[config.mk]
export PLATFORM = sky130hd
export DESIGN_NAME = slurm32_cpu_pipeline_seq
export DESIGN_NICKNAME = d
export VERILOG_FILES = /design/src/rtl/slurm32_cpu_pipeline_seq.sv
export SDC_FILE = /design/constraint.sdc
export NUM_CORES = 1
export LEC_CHECK = 0
export BUFFER_PORTS_ARGS = -buffer_cell sky130_fd_sc_hd__buf_2
export CAP_MARGIN = 25
export CORE_MARGIN = 8
export CORE_UTILIZATION = 33
export CTS_CLUSTER_SIZE = 10
export DETAILED_ROUTE_END_ITERATION = 10
export MAX_ROUTING_LAYER = met4
export PLACE_DENSITY = 0.64
export REMOVE_ABC_BUFFERS = 1
export SYNTH_ARGS = -nofsm -noshare
export SYNTH_HDL_FRONTEND = slang
export SYNTH_SLANG_ARGS = --single-unit
[constraint.sdc]
create_clock -name CLK -period 15.7 [get_ports CLK]
set_input_delay 3.14 -clock CLK [delete_from_list [all_inputs] [get_ports CLK]]
set_output_delay 3.14 -clock CLK [all_outputs]
set_load 0.01 [all_outputs]
[src/rtl/slurm32_cpu_pipeline_seq.sv]
// SLURM32 instruction-pipeline sequencer: owns the PC, drives same-cycle fetch and shifts
// STAGES instruction/PC slots with branch flush, hazard stall, interrupt inject and halt.
module slurm32_cpu_pipeline_seq #(
    parameter int BITS = 32,
    parameter int ADDRESS_BITS = 32,
    parameter int STAGES = 5,
    parameter int HAZARD_STAGE = 1,
    parameter int STALL_CYCLES = 3,
    parameter int FLUSH_STAGES = 2,
    parameter int IRQ_BITS = 4,
    parameter logic [BITS-1:0] NOP_INSTRUCTION = 32'h0,
    parameter logic [BITS-1:0] INT_INSTRUCTION = 32'h05000000,
    parameter logic [3:0] IMM_OPCODE = 4'h1
) (
    input  logic                                  CLK,
    input  logic                                  RST,
    output logic                                  instruction_request,
    output logic [ADDRESS_BITS-1:0]               instruction_address,
    input  logic                                  instruction_valid,
    input  logic [BITS-1:0]                       instruction_in,
    output logic [STAGES*BITS-1:0]                pipeline_stages,
    output logic [STAGES*(ADDRESS_BITS-2)-1:0]    pc_stages,
    input  logic                                  load_pc_request,
    input  logic [ADDRESS_BITS-1:0]               load_pc_address,
    input  logic                                  hazard_request,
    input  logic                                  halt_request,
    input  logic                                  interrupt,
    input  logic [IRQ_BITS-1:0]                   irq,
    input  logic                                  interrupt_enable,
    input  logic                                  debugger_halt_request,
    input  logic                                  debugger_resume,
    input  logic                                  debugger_load_pc_request,
    input  logic [ADDRESS_BITS-1:0]               debugger_load_pc_address,
    output logic                                  halted,
    output logic [2:0]                            state
);
    localparam int PCW = ADDRESS_BITS - 2;
    localparam int CNT_W = (STALL_CYCLES > 1) ? $clog2(STALL_CYCLES) : 1;

    typedef enum logic [2:0] {
        S_RESET  = 3'd0,
        S_EXEC   = 3'd1,
        S_ISTALL = 3'd2,
        S_HSTALL = 3'd3,
        S_INTR   = 3'd4,
        S_IWAIT  = 3'd5,
        S_HALT   = 3'd6
    } state_t;

    state_t           state_q;
    logic [PCW-1:0]   pc_q;
    logic [PCW-1:0]   prev_pc_q;
    logic [BITS-1:0]  slot_q    [STAGES];
    logic [PCW-1:0]   slot_pc_q [STAGES];
    logic [CNT_W-1:0] stall_cnt_q;
    logic             dbg_halt_q;

    logic            irq_take;
    logic            take_branch;
    logic [BITS-1:0] int_word;
    logic            unused_bits;

    // An IMM prefix and its operand must never be split by an injected interrupt.
    assign irq_take    = interrupt && interrupt_enable && (instruction_in[BITS-1 -: 4] != IMM_OPCODE);
    assign take_branch = load_pc_request &&
                         (state_q == S_EXEC || state_q == S_ISTALL || state_q == S_HSTALL);
    assign int_word    = INT_INSTRUCTION | {{(BITS-IRQ_BITS){1'b0}}, irq};
    assign unused_bits = ^{prev_pc_q, load_pc_address[1:0], debugger_load_pc_address[1:0]};

    assign instruction_request = (state_q == S_EXEC) || (state_q == S_ISTALL);
    assign instruction_address = {pc_q, 2'b00};
    assign halted              = (state_q == S_HALT);
    assign state               = state_q;

    for (genvar g = 0; g < STAGES; g++) begin : g_pack
        assign pipeline_stages[g*BITS +: BITS] = slot_q[g];
        assign pc_stages[g*PCW +: PCW]         = slot_pc_q[g];
    end

    always_ff @(posedge CLK or posedge RST) begin
        if (RST) begin
            state_q     <= S_RESET;
            pc_q        <= '0;
            prev_pc_q   <= '0;
            stall_cnt_q <= '0;
            dbg_halt_q  <= 1'b0;
            for (int k = 0; k < STAGES; k++) begin
                slot_q[k]    <= NOP_INSTRUCTION;
                slot_pc_q[k] <= '0;
            end
        end else begin
            if (state_q != S_RESET) begin
                for (int k = 1; k < STAGES; k++) begin
                    slot_q[k]    <= slot_q[k-1];
                    slot_pc_q[k] <= slot_pc_q[k-1];
                end
            end

            case (state_q)
                S_RESET: state_q <= S_EXEC;
                S_EXEC: begin
                    if (load_pc_request) begin
                        // branch handled after the case
                    end else if (irq_take) begin
                        state_q      <= S_INTR;
                        slot_q[0]    <= NOP_INSTRUCTION;
                        slot_pc_q[0] <= pc_q;
                    end else if (!instruction_valid) begin
                        state_q      <= S_ISTALL;
                        slot_q[0]    <= NOP_INSTRUCTION;
                        slot_pc_q[0] <= pc_q;
                    end else if (hazard_request) begin
                        state_q     <= S_HSTALL;
                        stall_cnt_q <= CNT_W'(STALL_CYCLES - 1);
                        for (int k = 0; k <= HAZARD_STAGE; k++) begin
                            slot_q[k]    <= slot_q[k];
                            slot_pc_q[k] <= slot_pc_q[k];
                        end
                        slot_q[HAZARD_STAGE+1]    <= NOP_INSTRUCTION;
                        slot_pc_q[HAZARD_STAGE+1] <= pc_q;
                    end else if (halt_request || debugger_halt_request) begin
                        state_q      <= S_HALT;
                        dbg_halt_q   <= debugger_halt_request;
                        slot_q[0]    <= NOP_INSTRUCTION;
                        slot_pc_q[0] <= pc_q;
                    end else begin
                        slot_q[0]    <= instruction_in;
                        slot_pc_q[0] <= pc_q;
                        prev_pc_q    <= pc_q;
                        pc_q         <= pc_q + PCW'(1);
                    end
                end
                S_ISTALL: begin
                    if (load_pc_request) begin
                        // branch handled after the case
                    end else if (instruction_valid) begin
                        state_q      <= S_EXEC;
                        slot_q[0]    <= instruction_in;
                        slot_pc_q[0] <= pc_q;
                        prev_pc_q    <= pc_q;
                        pc_q         <= pc_q + PCW'(1);
                    end else begin
                        slot_q[0]    <= NOP_INSTRUCTION;
                        slot_pc_q[0] <= pc_q;
                    end
                end
                S_HSTALL: begin
                    if (!load_pc_request) begin
                        for (int k = 0; k <= HAZARD_STAGE; k++) begin
                            slot_q[k]    <= slot_q[k];
                            slot_pc_q[k] <= slot_pc_q[k];
                        end
                        slot_q[HAZARD_STAGE+1]    <= NOP_INSTRUCTION;
                        slot_pc_q[HAZARD_STAGE+1] <= pc_q;
                        if (stall_cnt_q == '0) state_q <= S_EXEC;
                        else stall_cnt_q <= stall_cnt_q - CNT_W'(1);
                    end
                end
                S_INTR: begin
                    // Tagged with the held PC so the handler returns to the replayed word.
                    state_q      <= S_IWAIT;
                    slot_q[0]    <= int_word;
                    slot_pc_q[0] <= pc_q;
                end
                S_IWAIT: begin
                    slot_q[0]    <= NOP_INSTRUCTION;
                    slot_pc_q[0] <= pc_q;
                    if (!interrupt_enable) state_q <= S_EXEC;
                end
                S_HALT: begin
                    slot_q[0]    <= NOP_INSTRUCTION;
                    slot_pc_q[0] <= pc_q;
                    if (debugger_load_pc_request) begin
                        pc_q <= debugger_load_pc_address[ADDRESS_BITS-1:2];
                        for (int k = 0; k < STAGES; k++) begin
                            slot_q[k]    <= NOP_INSTRUCTION;
                            slot_pc_q[k] <= '0;
                        end
                    end
                    if (debugger_resume || (interrupt && !dbg_halt_q)) begin
                        state_q    <= S_EXEC;
                        dbg_halt_q <= 1'b0;
                    end
                end
                default: state_q <= S_RESET;
            endcase

            if (take_branch) begin
                state_q <= S_EXEC;
                pc_q    <= load_pc_address[ADDRESS_BITS-1:2];
                for (int k = 0; k < FLUSH_STAGES; k++) begin
                    slot_q[k]    <= NOP_INSTRUCTION;
                    slot_pc_q[k] <= pc_q;
                end
            end
        end
    end
endmodule

## Yosys cells after proc, flatten, opt, wreduce, memory -nomap -nowiden

Cells that the tools add are included.
Widths: inputs -> output; s select.

- Bits in writable memories: 0
- Logic and storage cells: 143
- Bits in latches: 0
- Bits of input ports: 111
- Memories kept: 0
- ROM bits: 0
- Bits in registers: 346
- Output and inout port bits: 347

- Multiply operators: 0
- Reduce and logical (&&, ||, !) cells: 25
- Equality and inequality tests: 33
- Shifts and indexed selects: 0
- Multiplexer cells: 69
- $add $sub $neg: 2
- Divide/modulo/power cells: 0
- Bitwise operators: 0
- $lt $le $gt $ge: 0

Operator list:

| operator | number |
|---|---|
| $mux 30 | 13 |
| $mux 64 | 6 |
| $mux 60 | 6 |
| $mux 128 | 2 |
| $mux 32 | 6 |
| $pmux 32 s6 | 1 |
| $pmux 64 s3 | 1 |
| $pmux 60 s3 | 1 |
| $mux 150 | 1 |
| $pmux 30 s5 | 1 |
| $mux 120 | 1 |
| $mux 96 | 1 |
| $mux 90 | 1 |
| $pmux 30 s3 | 1 |
| $mux 3 | 12 |
| $add 30x1->30 const B | 1 |
| $ne 3x3->1 const B | 10 |
| $pmux 3 s7 | 1 |
| $ne 2x2->1 const B | 8 |
| $reduce_and 7->1 | 2 |
| $mux 2 | 6 |
| $reduce_and 5->1 | 2 |
| $eq 3x3->1 const B | 3 |
| $reduce_and 9->1 | 1 |
| 26 further kinds | 41 |

## Logic depth before layout (Yosys ltp)

Gate-level depths: netlist of run 1.

- Word-level depth: 8
- Mapped depth: 9
- Depth with buffers taken out: 6

## Least setup slack after synthesis of run 1

No wires, ideal clock.

- Path type: input -> register
- From: in instruction_in[29]
- To: reg pc_q[23]
- Buffers on the path: 0
- Stages on the path: 5
- Setup time: 0.104 ns
- Arrival: 4.513 ns
- Required time: 15.596 ns
- Slack: 11.084 ns
- Cells stage by stage: nor4b_4 > o211ai_1 > a2bb2oi_2 > or3_1 > o311ai_1

- Cells in the longest elaborated chain, start to end: 4

Ends and longest elaborated chain:

| what | RTL line | text |
|---|---|---|
| start, declared | 20 | `input logic [BITS-1:0] instruction_in,` |
| $ne 4x1->1 | 64 | `assign irq_take = interrupt && interrupt_enable && (instruction_in[BITS-1 -: 4] != IMM_OPCODE);` |
| $logic_and 1x1->1 | 64 |  |
| $ne 3x3->1 (no line) | - |  |
| $reduce_and 9->1 (no line) | - |  |
| end signal, assigned | 130 | `pc_q <= pc_q + PCW'(1);` |
| end signal, assigned | 141 | `pc_q <= pc_q + PCW'(1);` |
| end signal, assigned | 174 | `pc_q <= debugger_load_pc_address[ADDRESS_BITS-1:2];` |
| end, declared | 51 | `logic [PCW-1:0] pc_q;` |

No other way between the ends.
A chain may end at the register's enable or synchronous reset.

## Worst setup path in the final report of run 1

- From: reg state_q[1], in the netlist state[1]
- To: out halted

- Cells in the longest elaborated chain, start to end: 1

Ends and longest elaborated chain:

| what | RTL line | text |
|---|---|---|
| start, declared | 50 | `state_t state_q;` |
| start signal, assigned | 82 | `state_q <= S_RESET;` |
| start signal, assigned | 100 | `S_RESET: state_q <= S_EXEC;` |
| start signal, assigned | 105 | `state_q <= S_INTR;` |
| $eq 3x3->1 | 72 | `assign halted = (state_q == S_HALT);` |
| end, declared | 34 | `output logic halted,` |

No other way between the ends.

==> results of run 1 <==
power groups by stage:
stage,clock network (mW),registers [mW],logic (mW)
final,0.898,1.51,1.60
after detailed placement,0,1.52,1.61
after global placement,0,1.50,1.56
after global routing,0.957,1.56,1.74
after CTS,0.921,1.51,1.62
after floorplan,0,1.57,0.790
sequential cells by signal, summed over array words and instances, names as in the netlist:
| signal | flops |
|---|---|
| pipeline_stages | 160 |
| stall_cnt_q | 2 |
| dbg_halt_q | 1 |
| pc_q | 30 |
| state | 3 |
| pc_stages | 150 |
kinds of logic after synthesis:
family,count (synthesis),synth area share (%)
other,1,0.0244
adders and majority gates,2,0.163
AOI/OAI and AO/OA,485,21.5
buffers and inverters,163,4.37
DFF,346,56.4
and+or+nand+nor,559,15.3
xor gates and xnor gates,3,0.171
muxes,32,2.09
synth_stat cells (3+ instances only):
master / number / area [um2]
inv_1: 16 / 60.1
nand3_1: 11 / 55.1
nand4_1: 12 / 75.1
o31a_1: 5 / 43.8
nand2b_1: 3 / 18.8
o2bb2ai_1: 5 / 43.8
buf_2: 39 / 195
a221o_1: 34 / 340
nor4_1: 7 / 43.8
nand2_1: 448 / 1680
nor2_1: 36 / 135
and3_1: 9 / 56.3
mux2i_1: 32 / 320
o21ai_1: 5 / 25.0
buf_1: 4 / 15.0
dfrtp_1: 346 / 8660
a221oi_1: 8 / 70.1
a22oi_1: 13 / 97.6
a31oi_1: 7 / 43.8
and2_1: 3 / 18.8
o22ai_1: 7 / 43.8
o31ai_1: 35 / 263
a21oi_1: 180 / 901
o211ai_1: 10 / 75.1
o21ai_0: 59 / 295
a222oi_1: 3 / 30.0
clkbuf_1: 100 / 375
a22o_1: 95 / 832
nor3_1: 8 / 40.0
cell type report:
cell class                      instances  area [um2]  share of cell area, %
Antenna cell                            3        7.51                 0.0389
Clock buffer                           54        1180                   6.11
Clock inverter                          4        45.0                  0.233
Inverter                               16        67.6                  0.350
Multi-Input combinational cell       1083        6120                   31.7
Sequential cell                       346        8660                   44.8
Tap cell                              607         759                   3.93
Timing Repair Buffer                  471        2480                   12.9
metrics by stage:
| step | util [%] | power (mW) | hold WS, ns | instance area (um2) | worst slack [ns] |
|---|---|---|---|---|---|
| final | 41.8 | 4.01 | 0.501 | 19300 | 10.22 |
| after global routing | 41.8 | 4.25 | 0.519 | 19300 | 10.11 |
| after CTS | 41.7 | 4.04 | 0.505 | 19300 | 10.23 |
| after detailed placement | 39.0 | 3.13 | 0.493 | 18100 | 9.76 |
| after global placement | 38.9 | 3.07 | 0.481 | 18000 | 9.28 |
| after floorplan | - | 2.36 | 0.460 | 14700 | 2.97 |
layer usage:
layer,global-route usage [%],vias to the layer above,part of all wire [%]
met4,8.58,0,4.0
met1,25.8,6966,42
met5,-,-,0
li1,-,6332,-
met2,31.2,559,47
met3,3.53,131,7.1
how the worst max path moves through the flow:
| stage | endpoint | slack (ns) | cells after the start |
|---|---|---|---|
| floorplan | dbg_halt_q | 2.97 | 1 |
| global placement | pipeline_stages[35] | 9.28 | 6 |
| detailed placement | pipeline_stages[47] | 9.76 | 6 |
| CTS | halted | 10.23 | 3 |
| global route | halted | 10.11 | 3 |
| finish | halted | 10.22 | 3 |
worst max-delay path, cell delays in order, from the launching register on:
cell	delay, ns
dfrtp_1	0.77
and3b_1	0.31
buf_4	0.44
buf_2	0.23
==> metrics, run 1 <==
outcome=completed; Comb pwr share=40.0%; VDD IR max=0.145 mV; fin nets=2073; final RePlAce weighted congestion=0.863; Max Fclk=182 MHz; Sw Pwr=1.69 mW; dpl cells=2522; Starting Density=33.2%; synthesis-stage register bit count=346; required time of the critical path=12.56 ns; RSZ-0062 raised after global routing=no; final setup fails=0; Hold Path End=pipeline_stages[41]; global route overflow=0; Cells after Synth=1591; core area=46300 um2; clock-pin slew on the worst setup and hold paths=0.05 ns; via count=14.0k; fin crit share=34.9%; htree depth=2; # DRC=0; first-pass GRT wire length=83.4 mm; die width=232 um; vias per inst=5.41; Cell variety after synth=65; DIE AREA=53700 um2; asr flop ratio synth=100%; Pint=2.32 mW; min-delay src=pipeline_stages[41]; register area share after synthesis=56.4%; DRT Pass-1 Iters=5; crit path DAT=2.34 ns; clk_skew=0.0226 ns; Critical path origin=state[1]; fillcell total=4528; most frequent cells in the layout=buf_2, nand2_1, dfrtp_1, a21oi_1, a22o_1; Final Max Slew Viols=0; setup TNS=0 ns; Ports=458; buffers added on ports=451; Yosys Warn Count=0; maxcap violations=0; Startpoint Class=flip-flop; WHS Path Cells=2; Hold Path Class=flip-flop to flip-flop; post-CTS setup buffers=0; cts-stage hold buffer count=0; Reg2Reg Depth=5; clk buf depth=3; Die Y=232 um; most common cell after layout, fill and taps aside=buf_2; Clk network pwr share=22.4%; Area Growth Syn to Fin=25.9%; drt wl/cell=21.2 um; crit-path max FO=33; post-DP HPWL=36.2 mm; layout cells sized above 1=27.9%; Slew Limit Headroom=25.6%; number of global-route vias before repair=13.9k; Seq pwr share=37.6%; P_leak=9.29 nW; top_reg_cell synth=dfrtp_1; FF-to-FF End=pc_stages[117]; antenna violations before repair=2; DRT iter0 DRCs=1209; Post-Synthesis Cell Area=15300 um2; Global Route Usage Sum=20.1%; min Tclk post-route=5.48 ns; EDFF count, synth=0; clk_lat worst skew=0.55 ns; CTS tree=done; Syn Area/Cell=9.64 um2; critical path class=flip-flop to primary output; R2R Path Start=state[0]; Final Hold Fails=0; largest net degree at the start of global routing=187; post-cts repair resize count=0; final non-filler cell total=2584; actual slew at the worst max-slew pin=1.12 ns; r2r setup slk=12.23 ns; kind of end point of the critical path=primary output; Sink Count=346; Net Sw Frac=42.1%; CTS buffer count=42; Power per Cell Area=208 nW/um2; root buffer cell=clkbuf_16; num rows=79; detailed-route wire length=54.8 mm; Routed Antenna Nets=0
Power figures use the tool's default switching activity.
==> run 2, diff against run 1 <==
--- a/config.mk
+++ b/config.mk
@@ -12,7 +12,7 @@
 export CTS_CLUSTER_SIZE = 10
 export DETAILED_ROUTE_END_ITERATION = 10
 export MAX_ROUTING_LAYER = met4
-export PLACE_DENSITY = 0.64
+export PLACE_DENSITY = 0.66
 export REMOVE_ABC_BUFFERS = 1
 export SYNTH_ARGS = -nofsm -noshare
 export SYNTH_HDL_FRONTEND = slang
==> constraint.sdc (replaced) <==
create_clock -name CLK -period 4.5 [get_ports CLK]
set_input_delay 0.9 -clock CLK [delete_from_list [all_inputs] [get_ports CLK]]
set_output_delay 0.9 -clock CLK [all_outputs]
set_load 0.01 [all_outputs]
==> metrics, run 2 (synthesis results as in run 1) <==
Max Fclk=321 MHz; antenna violations before repair=4 (+2); Comb pwr share=39.4% (-0.6 points); fillcell total=4513 (-0.33%); Die Y=232 um (unchanged); post-cts repair resize count=0 (unchanged); fin nets=2079 (+0.29%); global route overflow=0 (unchanged); multi-input logic area=6120 um2 (about the same); max reg flops=160 (unchanged); Slew Limit Headroom=18.9% (-6.7 points); Sw Pwr=5.84 mW (+250%); Slowest-stage cell, CP=dfrtp_1; CP delay by family, top=flip-flops; Hold Path Class=flip-flop to flip-flop; crit path DAT=2.21 ns (-0.13 ns); kind of end point of the critical path=primary output; max incr delay on CP=0.96 ns (+0.19 ns); final non-filler cell total=2594 (+0.39%); Sink Count=346 (unchanged); clk_lat worst skew=0.55 ns (about the same); FF-to-FF End=pc_q[17]; actual slew at the worst max-slew pin=1.22 ns (+0.0998 ns); post-CTS setup buffers=0 (unchanged); Starting Density=33.2% (unchanged); Final Max Slew Viols=0 (unchanged); Final Hold Fails=0 (unchanged); DRT Pass-1 Iters=7 (+2); R2R Path Start=state[2]; Place WS=1.16 ns (-8.59 ns); Global Route Usage Sum=20.1% (+0.022 points); Hold Path End=pipeline_stages[51]; root buffer cell=clkbuf_16; Reg2Reg Depth=4 (-1); CTS tree=done; Pint=8.16 mW (+250%); first-pass GRT wire length=83.5 mm (about the same); crit-path cells=and3b_2 -> buf_2; vias per inst=5.37 (-0.77%); most common cell after layout, fill and taps aside=buf_2; required time of the critical path=3.60 ns (-8.96 ns); detailed-route wire length=54.4 mm (-0.58%); VDD IR max=0.632 mV (+340%); Power per Cell Area=722 nW/um2 (+250%); final setup fails=0 (unchanged); Net Sw Frac=41.7% (-0.36 points); core area=46300 um2 (unchanged); Area Growth Syn to Fin=26.4%; outcome=completed; clock-pin slew on the worst setup and hold paths=0.05 ns (about the same); Final WS setup=1.39 ns (-8.83 ns); num rows=79 (unchanged); drt wl/cell=21.0 um (-0.96%); critical path class=flip-flop to primary output; # DRC=0 (unchanged); htree depth=2 (unchanged); Seq pwr share=37.8% (+0.2 points); most frequent cells in the layout=buf_2, nand2_1, dfrtp_1, a21oi_1, a22o_1; Clk network pwr share=22.8% (+0.4 points); RSZ-0062 raised after global routing=no; final RePlAce weighted congestion=0.868 (+0.54%); WHS Path Cells=2 (unchanged); Buf/Inv on CP=1 (-1); DRT iter0 DRCs=1217 (+0.66%); min-delay src=pipeline_stages[51]; Startpoint Class=flip-flop; r2r setup slk=1.44 ns (-10.79 ns); post-DP HPWL=36.5 mm (+1.0%); crit-path max FO=30 (-9.1%); Ports=458 (unchanged); buffers added on ports=451 (unchanged); cts-stage hold buffer count=0 (unchanged); largest net degree at the start of global routing=187 (unchanged); maxcap violations=0 (unchanged); CTS buffer count=43 (+2.4%); min Tclk post-route=3.11 ns; clk buf depth=3 (unchanged); dpl cells=2527 (+0.20%); fin crit share=69.2%; die width=232 um (unchanged); clk_skew=0.0148 ns (-0.00778 ns); P_leak=9.32 nW (+0.32%); number of global-route vias before repair=14.0k (+0.27%); layout cells sized above 1=28.0% (+0.18 points); DIE AREA=53700 um2 (unchanged); via count=13.9k (-0.39%); register area=8660 um2 (unchanged); Routed Antenna Nets=0 (unchanged)
[run 2: changes by cell type in the layout (fill, tap and decap cells not counted), moves of 2 or more]
cell / change
buf_16: -2
buf_4: +3
clkbuf_1: +4
buf_12: +4
clkbuf_8: -2
[run 2: metrics by stage]
stage / cell area (um2) / hold WS (ns) / total power, mW / setup TNS [ns] / util [%]
after floorplan: 14700 / 0.460 / 8.25 / -2861.55 / -
final: 19400 / 0.498 / 14.0 / 0 / 41.9
after CTS: 19400 / 0.500 / 14.1 / 0 / 41.9
after global routing: 19400 / 0.526 / 14.9 / 0 / 41.9
after detailed placement: 18100 / 0.487 / 10.9 / 0 / 39.2
after global placement: 18100 / 0.483 / 10.7 / 0 / 39.2
[run 2: area by class of cell]
| class | count | area share [%] |
|---|---|---|
| antenna | 4 | 0.0516 |
| multi-input combinational | 1083 | 31.6 |
| tap | 607 | 3.91 |
| clock buffer | 56 | 6.02 |
| clock inverter | 6 | 0.432 |
| sequential | 346 | 44.6 |
| timing repair buffer | 476 | 13.1 |
| inverter | 16 | 0.348 |
[run 2: routing by layer]
metal  vias up  share of wire (%)  global-route usage (%)
met3       103                6.6                    4.06
met4         0                3.6                    7.36
li1       6342                  -                       -
met2       552                 48                    31.8
met5         -                  0                       -
met1      6937                 42                    25.4
[run 2: worst min-delay path, stage by stage (launching register included)]
cell	delay [ns]
dfrtp_1	0.35
nand2_1	0.05
o21ai_0	0.06
[run 2: worst max path at each step]
stage | end | depth (start not counted) | from | slack (ns)
after floorplan | dbg_halt_q | 1 | RST | -5.99
after global placement | pc_stages[28] | 7 | instruction_in[29] | 1.25
after detailed placement | pc_stages[7] | 7 | instruction_in[29] | 1.16
after CTS | halted | 2 | state[2] | 1.33
after global routing | pc_q[10] | 5 | state[2] | 1.18
final | halted | 2 | state[2] | 1.39
[run 2: power by group through the flow]
stage,clock network [mW],registers [mW],logic (mW)
final,3.19,5.29,5.52
after global routing,3.39,5.45,6.03
after CTS,3.28,5.28,5.55
after detailed placement,0,5.32,5.55
after global placement,0,5.27,5.43
after floorplan,0,5.49,2.76
